==> src/rtl/muldiv_sequencer.sv <==
// Iterative RV32M multiply/divide unit: one shift-add or restoring-subtract step per clock,
// with divide-by-zero and signed-overflow divides resolved in a single cycle.
module muldiv_sequencer #(
    parameter int unsigned WIDTH = 32
) (
    input  logic             clk,
    input  logic             reset,
    input  logic             start,
    input  logic [2:0]       Funct3,
    input  logic [WIDTH-1:0] SrcA,
    input  logic [WIDTH-1:0] SrcB,
    input  logic             kill,
    output logic             ready,
    output logic             busy,
    output logic             valid,
    output logic [WIDTH-1:0] Result
);
    localparam int unsigned W2 = 2 * WIDTH;
    localparam int unsigned CW = $clog2(WIDTH);

    localparam logic [1:0] S_IDLE = 2'd0;
    localparam logic [1:0] S_CALC = 2'd1;
    localparam logic [1:0] S_DONE = 2'd2;

    logic [1:0]       state_q, state_d;
    logic [CW-1:0]    cnt_q, cnt_d;
    logic [2:0]       op_q, op_d;
    logic             neg_a_q, neg_a_d;
    logic             neg_b_q, neg_b_d;
    logic [WIDTH-1:0] opa_q, opa_d;
    logic [WIDTH-1:0] opb_q, opb_d;
    logic [W2-1:0]    acc_q, acc_d;
    logic [WIDTH-1:0] rem_q, rem_d;
    logic [WIDTH-1:0] result_q, result_d;
    logic [WIDTH-1:0] prev_q, prev_d;

    logic             sgn_a, sgn_b, in_neg_a, in_neg_b;
    logic [WIDTH-1:0] mag_a, mag_b;
    logic             div_zero, div_ovf;
    logic [WIDTH-1:0] special_res;

    // Accept-cycle decode: signedness, magnitudes and single-cycle divide cases
    always_comb begin
        sgn_a    = Funct3[2] ? ~Funct3[0] : (Funct3 != 3'b011);
        sgn_b    = Funct3[2] ? ~Funct3[0] : ~Funct3[1];
        in_neg_a = sgn_a & SrcA[WIDTH-1];
        in_neg_b = sgn_b & SrcB[WIDTH-1];
        mag_a    = in_neg_a ? (~SrcA + WIDTH'(1)) : SrcA;
        mag_b    = in_neg_b ? (~SrcB + WIDTH'(1)) : SrcB;
        div_zero = Funct3[2] && (SrcB == '0);
        div_ovf  = Funct3[2] && !Funct3[0] && (SrcA == {1'b1, {(WIDTH-1){1'b0}}}) && (SrcB == '1);
        if (div_zero) begin
            special_res = Funct3[1] ? SrcA : '1;
        end else begin
            special_res = Funct3[1] ? '0 : SrcA;
        end
    end

    logic [WIDTH:0]   mul_sum;
    logic [W2-1:0]    mul_next;
    logic [WIDTH:0]   div_shift, div_diff;
    logic             div_ge;
    logic [WIDTH-1:0] rem_next, quo_next;
    logic [W2-1:0]    prod_s;
    logic [WIDTH-1:0] quo_s, rem_s, final_res;

    // Single iteration datapath plus sign fix-up of the final iteration's values
    always_comb begin
        mul_sum   = {1'b0, acc_q[W2-1:WIDTH]} + {1'b0, opa_q & {WIDTH{acc_q[0]}}};
        mul_next  = {mul_sum, acc_q[WIDTH-1:1]};
        div_shift = {rem_q, acc_q[WIDTH-1]};
        div_diff  = div_shift - {1'b0, opb_q};
        div_ge    = ~div_diff[WIDTH];
        rem_next  = div_ge ? div_diff[WIDTH-1:0] : div_shift[WIDTH-1:0];
        quo_next  = {acc_q[WIDTH-2:0], div_ge};
        prod_s    = (neg_a_q ^ neg_b_q) ? (~mul_next + W2'(1)) : mul_next;
        quo_s     = (neg_a_q ^ neg_b_q) ? (~quo_next + WIDTH'(1)) : quo_next;
        rem_s     = neg_a_q ? (~rem_next + WIDTH'(1)) : rem_next;
        if (!op_q[2]) begin
            final_res = (op_q[1:0] == 2'b00) ? prod_s[WIDTH-1:0] : prod_s[W2-1:WIDTH];
        end else begin
            final_res = op_q[1] ? rem_s : quo_s;
        end
    end

    // Next-state and register update logic
    always_comb begin
        state_d  = state_q;
        cnt_d    = cnt_q;
        op_d     = op_q;
        neg_a_d  = neg_a_q;
        neg_b_d  = neg_b_q;
        opa_d    = opa_q;
        opb_d    = opb_q;
        acc_d    = acc_q;
        rem_d    = rem_q;
        result_d = result_q;
        prev_d   = prev_q;
        case (state_q)
            S_IDLE: begin
                if (start && !kill) begin
                    op_d    = Funct3;
                    neg_a_d = in_neg_a;
                    neg_b_d = in_neg_b;
                    opa_d   = mag_a;
                    opb_d   = mag_b;
                    cnt_d   = '0;
                    rem_d   = '0;
                    acc_d   = {{WIDTH{1'b0}}, (Funct3[2] ? mag_a : mag_b)};
                    if (div_zero || div_ovf) begin
                        state_d  = S_DONE;
                        prev_d   = result_q;
                        result_d = special_res;
                    end else begin
                        state_d = S_CALC;
                    end
                end
            end
            S_CALC: begin
                if (kill) begin
                    state_d = S_IDLE;
                end else begin
                    acc_d = op_q[2] ? {acc_q[W2-1:WIDTH], quo_next} : mul_next;
                    rem_d = rem_next;
                    cnt_d = cnt_q + CW'(1);
                    if (cnt_q == CW'(WIDTH - 1)) begin
                        state_d  = S_DONE;
                        prev_d   = result_q;
                        result_d = final_res;
                    end
                end
            end
            S_DONE: begin
                state_d = S_IDLE;
                // A flushed result must not become architecturally visible
                if (kill) begin
                    result_d = prev_q;
                end
            end
            default: state_d = S_IDLE;
        endcase
    end

    always_ff @(posedge clk) begin
        if (reset) begin
            state_q  <= S_IDLE;
            cnt_q    <= '0;
            op_q     <= '0;
            neg_a_q  <= 1'b0;
            neg_b_q  <= 1'b0;
            opa_q    <= '0;
            opb_q    <= '0;
            acc_q    <= '0;
            rem_q    <= '0;
            result_q <= '0;
            prev_q   <= '0;
        end else begin
            state_q  <= state_d;
            cnt_q    <= cnt_d;
            op_q     <= op_d;
            neg_a_q  <= neg_a_d;
            neg_b_q  <= neg_b_d;
            opa_q    <= opa_d;
            opb_q    <= opb_d;
            acc_q    <= acc_d;
            rem_q    <= rem_d;
            result_q <= result_d;
            prev_q   <= prev_d;
        end
    end

    // Handshake outputs follow the state so the hazard unit sees busy in the accept cycle
    always_comb begin
        ready  = (state_q == S_IDLE);
        busy   = !reset && ((state_q == S_CALC) || ((state_q == S_IDLE) && start && !kill));
        valid  = !reset && !kill && (state_q == S_DONE);
        Result = result_q;
    end

endmodule
==> config.mk <==
export PLATFORM = sky130hd
export DESIGN_NAME = muldiv_sequencer
export DESIGN_NICKNAME = d
export VERILOG_FILES = /design/src/rtl/muldiv_sequencer.sv
export SDC_FILE = /design/constraint.sdc
export NUM_CORES = 1
export LEC_CHECK = 0
export ABC_AREA = 0
export CORE_ASPECT_RATIO = 0.5
export CORE_MARGIN = 5
export CORE_UTILIZATION = 35
export DETAILED_ROUTE_END_ITERATION = 12
export DONT_BUFFER_PORTS = 1
export PLACE_DENSITY = 0.57
export SLEW_MARGIN = 40
export SYNTH_ARGS = -nofsm -noshare
export SYNTH_HDL_FRONTEND = slang
export SYNTH_SLANG_ARGS = --single-unit
==> constraint.sdc <==
create_clock -name clk -period 8.56 [get_ports clk]
set_input_delay 1.712 -clock clk [delete_from_list [all_inputs] [get_ports clk]]
set_output_delay 1.712 -clock clk [all_outputs]
set_load 0.02 [all_outputs]
==> results of run 1 <==
==> cell usage after synthesis (8+ instances only) <==
| library cell | number | area share (%) |
|---|---|---|
| nor2_1 | 424 | 7.8 |
| a31oi_1 | 40 | 1.2 |
| inv_1 | 83 | 1.5 |
| xor2_1 | 105 | 4.5 |
| a22oi_1 | 45 | 1.6 |
| a22o_1 | 8 | 0.34 |
| mux2_2 | 30 | 1.6 |
| o21ai_1 | 13 | 0.32 |
| a221oi_1 | 9 | 0.38 |
| o21a_1 | 21 | 0.77 |
| nand4_1 | 25 | 0.76 |
| or2_2 | 9 | 0.27 |
| nand3_1 | 58 | 1.4 |
| buf_1 | 15 | 0.27 |
| a21oi_1 | 244 | 6.0 |
| o211ai_1 | 30 | 1.1 |
| a311oi_1 | 12 | 0.51 |
| a21boi_0 | 9 | 0.33 |
| xnor2_1 | 101 | 4.3 |
| a21o_1 | 25 | 0.92 |
| a2111oi_0 | 9 | 0.38 |
| o21bai_1 | 8 | 0.29 |
| a211o_1 | 13 | 0.56 |
| a221o_1 | 17 | 0.83 |
| o21ai_0 | 171 | 4.2 |
| nor4_1 | 19 | 0.58 |
| and3_1 | 15 | 0.46 |
| mux2i_1 | 71 | 3.5 |
| nand2b_1 | 37 | 1.1 |
| nor2b_1 | 15 | 0.46 |
| and2_1 | 64 | 2.0 |
| dfxtp_1 | 236 | 23 |
| buf_2 | 24 | 0.59 |
| o211a_1 | 9 | 0.44 |
| o31ai_1 | 24 | 0.88 |
| clkbuf_1 | 173 | 3.2 |
| or4_1 | 8 | 0.29 |
| nor3_1 | 64 | 1.6 |
| or3_1 | 29 | 0.88 |
| o2111ai_1 | 8 | 0.34 |
| a211oi_1 | 96 | 3.5 |
| nand2_1 | 256 | 4.7 |
| o22ai_1 | 8 | 0.24 |
| ha_1 | 75 | 4.6 |
==> layer usage <==
metal | global-route usage, % | vias up
li1 | - | 9950
met1 | 34.0 | 10100
met2 | 37.6 | 879
met3 | 4.22 | 149
met4 | 10.4 | 0
met5 | 0 | -
==> sequential cells by signal, summed over array words and instances, names as in the netlist <==
| signal | cells |
|---|---|
| op_q | 3 |
| state_q | 2 |
| prev_q | 32 |
| Result | 32 |
| rem_q | 32 |
| opb_q | 32 |
| cnt_q | 5 |
| opa_q | 32 |
| acc_q | 64 |
| neg_a_q | 1 |
| neg_b_q | 1 |
==> final timing paths <==
check,from,to,slack (ns)
max,acc_q[31]$_SDFFE_PP0P_,Result[26]$_SDFFE_PP0P_,2.72
min,opa_q[0]$_SDFFE_PP0P_,opa_q[0]$_SDFFE_PP0P_,0.46
max reg2reg,acc_q[31]$_SDFFE_PP0P_,Result[26]$_SDFFE_PP0P_,2.72
min reg2reg,opa_q[0]$_SDFFE_PP0P_,opa_q[0]$_SDFFE_PP0P_,0.46
==> cell type report <==
cell class / instances / share of cell area [%]
clock buffer: 35 / 3.29
clock inverter: 8 / 0.553
inverter: 84 / 1.45
multi-input combinational: 2325 / 67.5
sequential: 236 / 21.7
tap: 768 / 4.42
timing repair buffer: 29 / 1.00
==> worst min-delay path: cells and delay by family (launching register included) <==
family	cells	cell delay (ns)
DFF	1	0.31
and+or+nand+nor	1	0.05
AOI/OAI and AO/OA	1	0.05
==> logic make-up (layout without fill, tap and decap cells) <==
kind of cell / Yosys count / after routing / synth area share (%)
buffers and inverters: 301 / 156 / 5.80
adder cells (fa/ha/maj): 77 / 77 / 4.77
AND/OR/NAND/NOR: 1068 / 1068 / 24.5
flip-flops: 236 / 236 / 23.0
multiplexers: 103 / 103 / 5.29
AO/OA/AOI/OAI: 871 / 871 / 27.8
XOR/XNOR: 206 / 206 / 8.80
==> per-stage QoR <==
step           instances  util (%)
6_report            3485      37.6
5_1_grt             3485      37.6
4_1_cts             3485      37.6
3_5_place_dp        3442      36.2
3_3_place_gp        3442      36.2
2_1_floorplan       2862         -
==> power groups by stage <==
| stage | combinational (uW) | clock, uW | sequential (uW) |
|---|---|---|---|
| 6_report | 2380 | 1170 | 1500 |
| 5_1_grt | 2550 | 1230 | 1510 |
| 4_1_cts | 2310 | 1180 | 1490 |
| 3_5_place_dp | 2300 | 0 | 1520 |
| 3_3_place_gp | 2280 | 0 | 1520 |
| 2_1_floorplan | 1740 | 0 | 1370 |
==> impl_metrics.json, run 1 <==
{
  "status": "completed",
  "intPower_uw": 2680,
  "cp.arrival_ns": 6.30,
  "p_clk_share_pct": 23.2,
  "highest_layer": "met4",
  "slowest_stage": "nor4_1",
  "path_max_fanout": 25,
  "tightest_slew_ns": 0.882,
  "boundaryPins": 106,
  "cp_top_family": "compound AO/OA/AOI/OAI gates",
  "synthesis.nets": 3010,
  "cts-root-buf": "clkbuf_16",
  "synthFlopType": "dfxtp_1",
  "die_area_sq_um": 63800,
  "sw_frac_of_total_pct": 46.9,
  "placed_cell_area_sq_um": 20900,
  "h-tree-depth": 1,
  "regArea_sq_um": 4730,
  "switchingPower_uw": 2370,
  "cp_slowest_stage_delay_ns": 0.52,
  "fin_hold_ws_ns": 0.460,
  "dieWidth_um": 352,
  "avgSynthCellArea_sq_um": 7.17,
  "finalHoldViolations": 0,
  "cellPowerDensity_nw_per_um2": 232,
  "async_flop_share_pct": 0,
  "tns_ns": 0,
  "drt-pass1-iter-count": 6,
  "yosysWarnings": 0,
  "grt_pass1_wl_mm": 123,
  "layout_commonest_cell": "nor2_1",
  "cts_setup_buffers": 0,
  "cts_sinks": 236,
  "wl_mm": 82.6,
  "drc": 0,
  "cts_buffer_depth": 3,
  "min_path_type": "flip-flop to flip-flop",
  "yosysUniqueCellTypes": 94,
  "slew_headroom_pct": 40.6,
  "via_per_inst": 6.05,
  "io_buffers": 0,
  "fin_crit_sh_pct": 68.3,
  "wl_per_cell_um": 23.7,
  "grt_start_max_net_pins": 215,
  "cts_resized": 0,
  "clk-insertion-delay-late_ns": 0.56,
  "setup_slack_ns": 2.72,
  "cts.hold.buffers_added": 0,
  "synthCells": 2862,
  "wl_met1_mm": 36.6,
  "hpwl_mm": 62.4,
  "numCtsBuffers": 26,
  "die_h_um": 181,
  "pwr-share-comb_pct": 47.2,
  "cp.required_ns": 9.02,
  "core_sq_um": 57700,
  "critical_path_class": "flip-flop to flip-flop",
  "synth_edf_count": 0,
  "finalClockSkew_ns": 0.00847,
  "row_count": 62,
  "fin_crit_ns": 5.84,
  "min_path_cells": 2,
  "vdd_drop_max_mv": 0.218,
  "dr_total_vias": 21100,
  "power_uw": 5040,
  "clkTransAtPathRegs_ns": 0.07,
  "p_leak_uw": 0.00816,
  "multiInputGateArea_sq_um": 14700,
  "ys_ff_latch": 236,
  "gp_congestion": 0.964,
  "area_growth_pct": 5.95,
  "grt_antenna_before_repair": 1,
  "dr_wl_met3_mm": 6.78,
  "dr_wl_met2_mm": 35.2,
  "grt_setup_unrepaired": "no",
  "gr-usage-all-layers_pct": 24.5,
  "syn_area_sq_um": 20500,
  "r2r.worst_path.cells": 20,
  "crit_buf_inv": 2,
  "cts_tree": "built",
  "drv_cap": 0,
  "mostFrequentLayoutCells": "nor2_1, nand2_1, a21oi_1, dfxtp_1, o21ai_0",
  "fillCellCount": 6137,
  "yosysSeqAreaShare_pct": 23.0,
  "fin_area_sq_um": 21700,
  "final_nets": 2850,
  "overflow": 0,
  "start_util_pct": 35.5,
  "num_antenna_cells": 0,
  "slew_viol_final": 0,
  "seq_power_share_pct": 29.7,
  "cp-start-kind": "flip-flop",
  "drtIter0Drc": 2479,
  "clock.fmax_mhz": 171,
  "cp_num_cells": 20,
  "crit_path_end_kind": "flip-flop",
  "path_cells": "inv_1 > ha_1 > fa_1 > nand2b_1 > a21o_1 > a21oi_1 > a21o_1 > a221oi_1 > a211o_2 > o21ai_0 > ha_1 > inv_1 > nor4_1 > nand4_1 > mux2i_4 > o211ai_1 > o31ai_1 > xnor2_1 > nand2_1 > a311oi_1",
  "post-place-ws_ns": 2.63,
  "layout-drive-gt1-share_pct": 5.37,
  "grt_pass1_vias": 19100,
  "ant_nets": 0,
  "setup_viol": 0
}
Power figures use the tool's default switching activity.
==> run 2: changes to the inputs <==
--- a/config.mk
+++ b/config.mk
@@ -11,7 +11,7 @@
 export CORE_UTILIZATION = 35
 export DETAILED_ROUTE_END_ITERATION = 12
 export DONT_BUFFER_PORTS = 1
-export PLACE_DENSITY = 0.57
+export PLACE_DENSITY = 0.59
 export SLEW_MARGIN = 40
 export SYNTH_ARGS = -nofsm -noshare
 export SYNTH_HDL_FRONTEND = slang
==> constraint.sdc (replaced) <==
create_clock -name clk -period 4.9 [get_ports clk]
set_input_delay 0.98 -clock clk [delete_from_list [all_inputs] [get_ports clk]]
set_output_delay 0.98 -clock clk [all_outputs]
set_load 0.02 [all_outputs]
==> impl_metrics.json, run 2 (synthesized netlist as in run 1, its figures left out) <==
{
  "status": "completed",
  "finalHoldViolations": 0,
  "switchingPower_uw": 4260,
  "vdd_drop_max_mv": 0.222,
  "numCtsBuffers": 27,
  "highest_layer": "met5",
  "cp.required_ns": 5.32,
  "ant_nets": 0,
  "gp_congestion": 0.988,
  "pwr-share-comb_pct": 49.2,
  "slew_viol_final": 0,
  "grt_pass1_wl_mm": 127,
  "grt_antenna_before_repair": 3,
  "path_max_fanout": 4,
  "sw_frac_of_total_pct": 47.3,
  "layout_commonest_cell": "nor2_1",
  "intPower_uw": 4750,
  "grt_pass1_vias": 19600,
  "crit_path_end_kind": "flip-flop",
  "grt_start_max_net_pins": 215,
  "clock.fmax_mhz": 212,
  "die_h_um": 181,
  "start_util_pct": 35.5,
  "multiInputGateArea_sq_um": 14700,
  "wl_mm": 85.6,
  "cp_slowest_stage_delay_ns": 0.49,
  "drv_cap": 0,
  "cts_sinks": 236,
  "dr_wl_met2_mm": 37.0,
  "overflow": 0,
  "layout-drive-gt1-share_pct": 7.86,
  "boundaryPins": 106,
  "placed_cell_area_sq_um": 21400,
  "fin_area_sq_um": 22300,
  "largest_reg_flops": 64,
  "regArea_sq_um": 4730,
  "r2r_slack_ns": 0.18,
  "cp.arrival_ns": 5.13,
  "fin_crit_ns": 4.72,
  "dr_wl_met3_mm": 7.62,
  "p_clk_share_pct": 22.2,
  "wl_per_cell_um": 24.1,
  "dr_total_vias": 21600,
  "min_path_cells": 2,
  "r2r.worst_path.cells": 19,
  "cts.hold.buffers_added": 0,
  "dieWidth_um": 352,
  "path_cells": "inv_1 > ha_1 > fa_1 > nand2b_4 > a21o_1 > a21oi_2 > a21o_1 > a221oi_1 > a211o_2 > mux2_2 > ha_2 > nand3b_1 > or4_1 > mux2_2 > nand2_1 > xor2_1 > a21oi_1 > a21oi_1 > o32ai_1",
  "drt-pass1-iter-count": 6,
  "dp.cells": 3507,
  "holdPathEnd": "acc_q[38]$_SDFFE_PP0P_",
  "hpwl_mm": 65.4,
  "final_nets": 2918,
  "area_growth_pct": 8.55,
  "fillCellCount": 6067,
  "row_count": 62,
  "mostFrequentLayoutCells": "nor2_1, nand2_1, a21oi_1, dfxtp_1, o21ai_0",
  "cts_buffer_depth": 3,
  "cts_tree": "built",
  "cts-root-buf": "clkbuf_16",
  "drc": 0,
  "slowest_stage": "or4_1",
  "wl_met1_mm": 37.2,
  "via_per_inst": 6.08,
  "p_leak_uw": 0.00849,
  "clk-insertion-delay-late_ns": 0.56,
  "layout.cells.non_filler": 3556,
  "cp-start-kind": "flip-flop",
  "top_register": "acc_q",
  "drtIter0Drc": 3012,
  "clkTransAtPathRegs_ns": 0.07,
  "hold_path.startpoint": "acc_q[38]$_SDFFE_PP0P_",
  "tns_ns": 0,
  "h-tree-depth": 1,
  "timing.rr.end": "Result[12]$_SDFFE_PP0P_",
  "seq_power_share_pct": 28.6,
  "cellPowerDensity_nw_per_um2": 405,
  "finalClockSkew_ns": 0.0136,
  "die_area_sq_um": 63800,
  "fin_crit_sh_pct": 96.2,
  "io_buffers": 0,
  "r2r-start": "acc_q[31]$_SDFFE_PP0P_",
  "tightest_slew_ns": 0.907,
  "critical_path_class": "flip-flop to flip-flop",
  "fin_util_pct": 38.6,
  "gr-usage-all-layers_pct": 25.4,
  "core_sq_um": 57700,
  "slew_headroom_pct": 39.1,
  "setup_viol": 0,
  "min_path_type": "flip-flop to flip-flop"
}
==> run 2: cell count changes in the layout (fill, tap and decap cells not counted), moves of 3 or more <==
| cell | before | now |
|---|---|---|
| clkbuf_1 | 7 | 10 |
| a21oi_2 | 0 | 3 |
| buf_4 | 29 | 95 |
| a21oi_1 | 243 | 240 |
==> run 2: power by group through the flow <==
stage          Combinational (uW)  Sequential (uW)  Clock, uW
6_report                     4430             2570       2000
5_1_grt                      4720             2600       2100
4_1_cts                      4290             2570       2020
3_5_place_dp                 4250             2610          0
3_3_place_gp                 4250             2610          0
2_1_floorplan                3060             2400          0
==> run 2: final cells by class <==
cell class,instances,share of cell area (%)
Clock buffer,40,3.39
Timing Repair Buffer,96,3.25
Tap cell,768,4.32
Clock inverter,5,0.270
Antenna cell,2,0.0225
Inverter,84,1.42
Sequential cell,236,21.2
Multi-Input combinational cell,2325,66.1
==> run 2: how the worst max path moves through the flow <==
stage / start / endpoint / slack (ns) / cells after the start
after floorplan: acc_q[31]$_SDFFE_PP0P_ / Result[28]$_SDFFE_PP0P_ / 0.02 / 24
after global placement: acc_q[31]$_SDFFE_PP0P_ / Result[28]$_SDFFE_PP0P_ / 0.11 / 20
after detailed placement: acc_q[31]$_SDFFE_PP0P_ / Result[28]$_SDFFE_PP0P_ / 0.03 / 20
after CTS: acc_q[31]$_SDFFE_PP0P_ / Result[28]$_SDFFE_PP0P_ / 0.02 / 20
after global routing: rem_q[5]$_SDFFE_PP0P_ / Result[12]$_SDFFE_PP0P_ / -0.02 / 19
final: acc_q[31]$_SDFFE_PP0P_ / Result[12]$_SDFFE_PP0P_ / 0.18 / 19
==> run 2: metal layers <==
layer / track usage, % / vias to the layer above
met1: 35.1 / 10400
li1: - / 10100
met4: 9.33 / 2
met5: 0 / -
met3: 4.12 / 150
met2: 40.0 / 953
==> run 2: through the flow <==
| step | setup WS, ns | hold WS (ns) | total power [uW] |
|---|---|---|---|
| finish | 0.185 | 0.460 | 9010 |
| detailed placement | 0.0315 | 0.450 | 6870 |
| CTS | 0.0156 | 0.465 | 8890 |
| floorplan | 0.0160 | 0.432 | 5450 |
| global route | -0.0176 | 0.487 | 9420 |
| global placement | 0.111 | 0.443 | 6870 |
==> run 2: critical path: cells and delay by family, from the launching register on <==
kind	cells	cell delay, ns
flip-flops	1	0.32
AO/OA/AOI/OAI	8	1.56
adder cells (fa/ha/maj)	3	0.82
buffers and inverters	1	0.07
XOR/XNOR	1	0.34
multiplexers	2	0.57
AND/OR/NAND/NOR	4	0.88
==> run 2: what timing repair did <==
| action | CTS | global route |
|---|---|---|
| resized for setup | 1 | 8 |
| setup endpoints to repair | 1 | 18 |
| pin swaps | 2 | 6 |
| setup buffers | 2 | 0 |
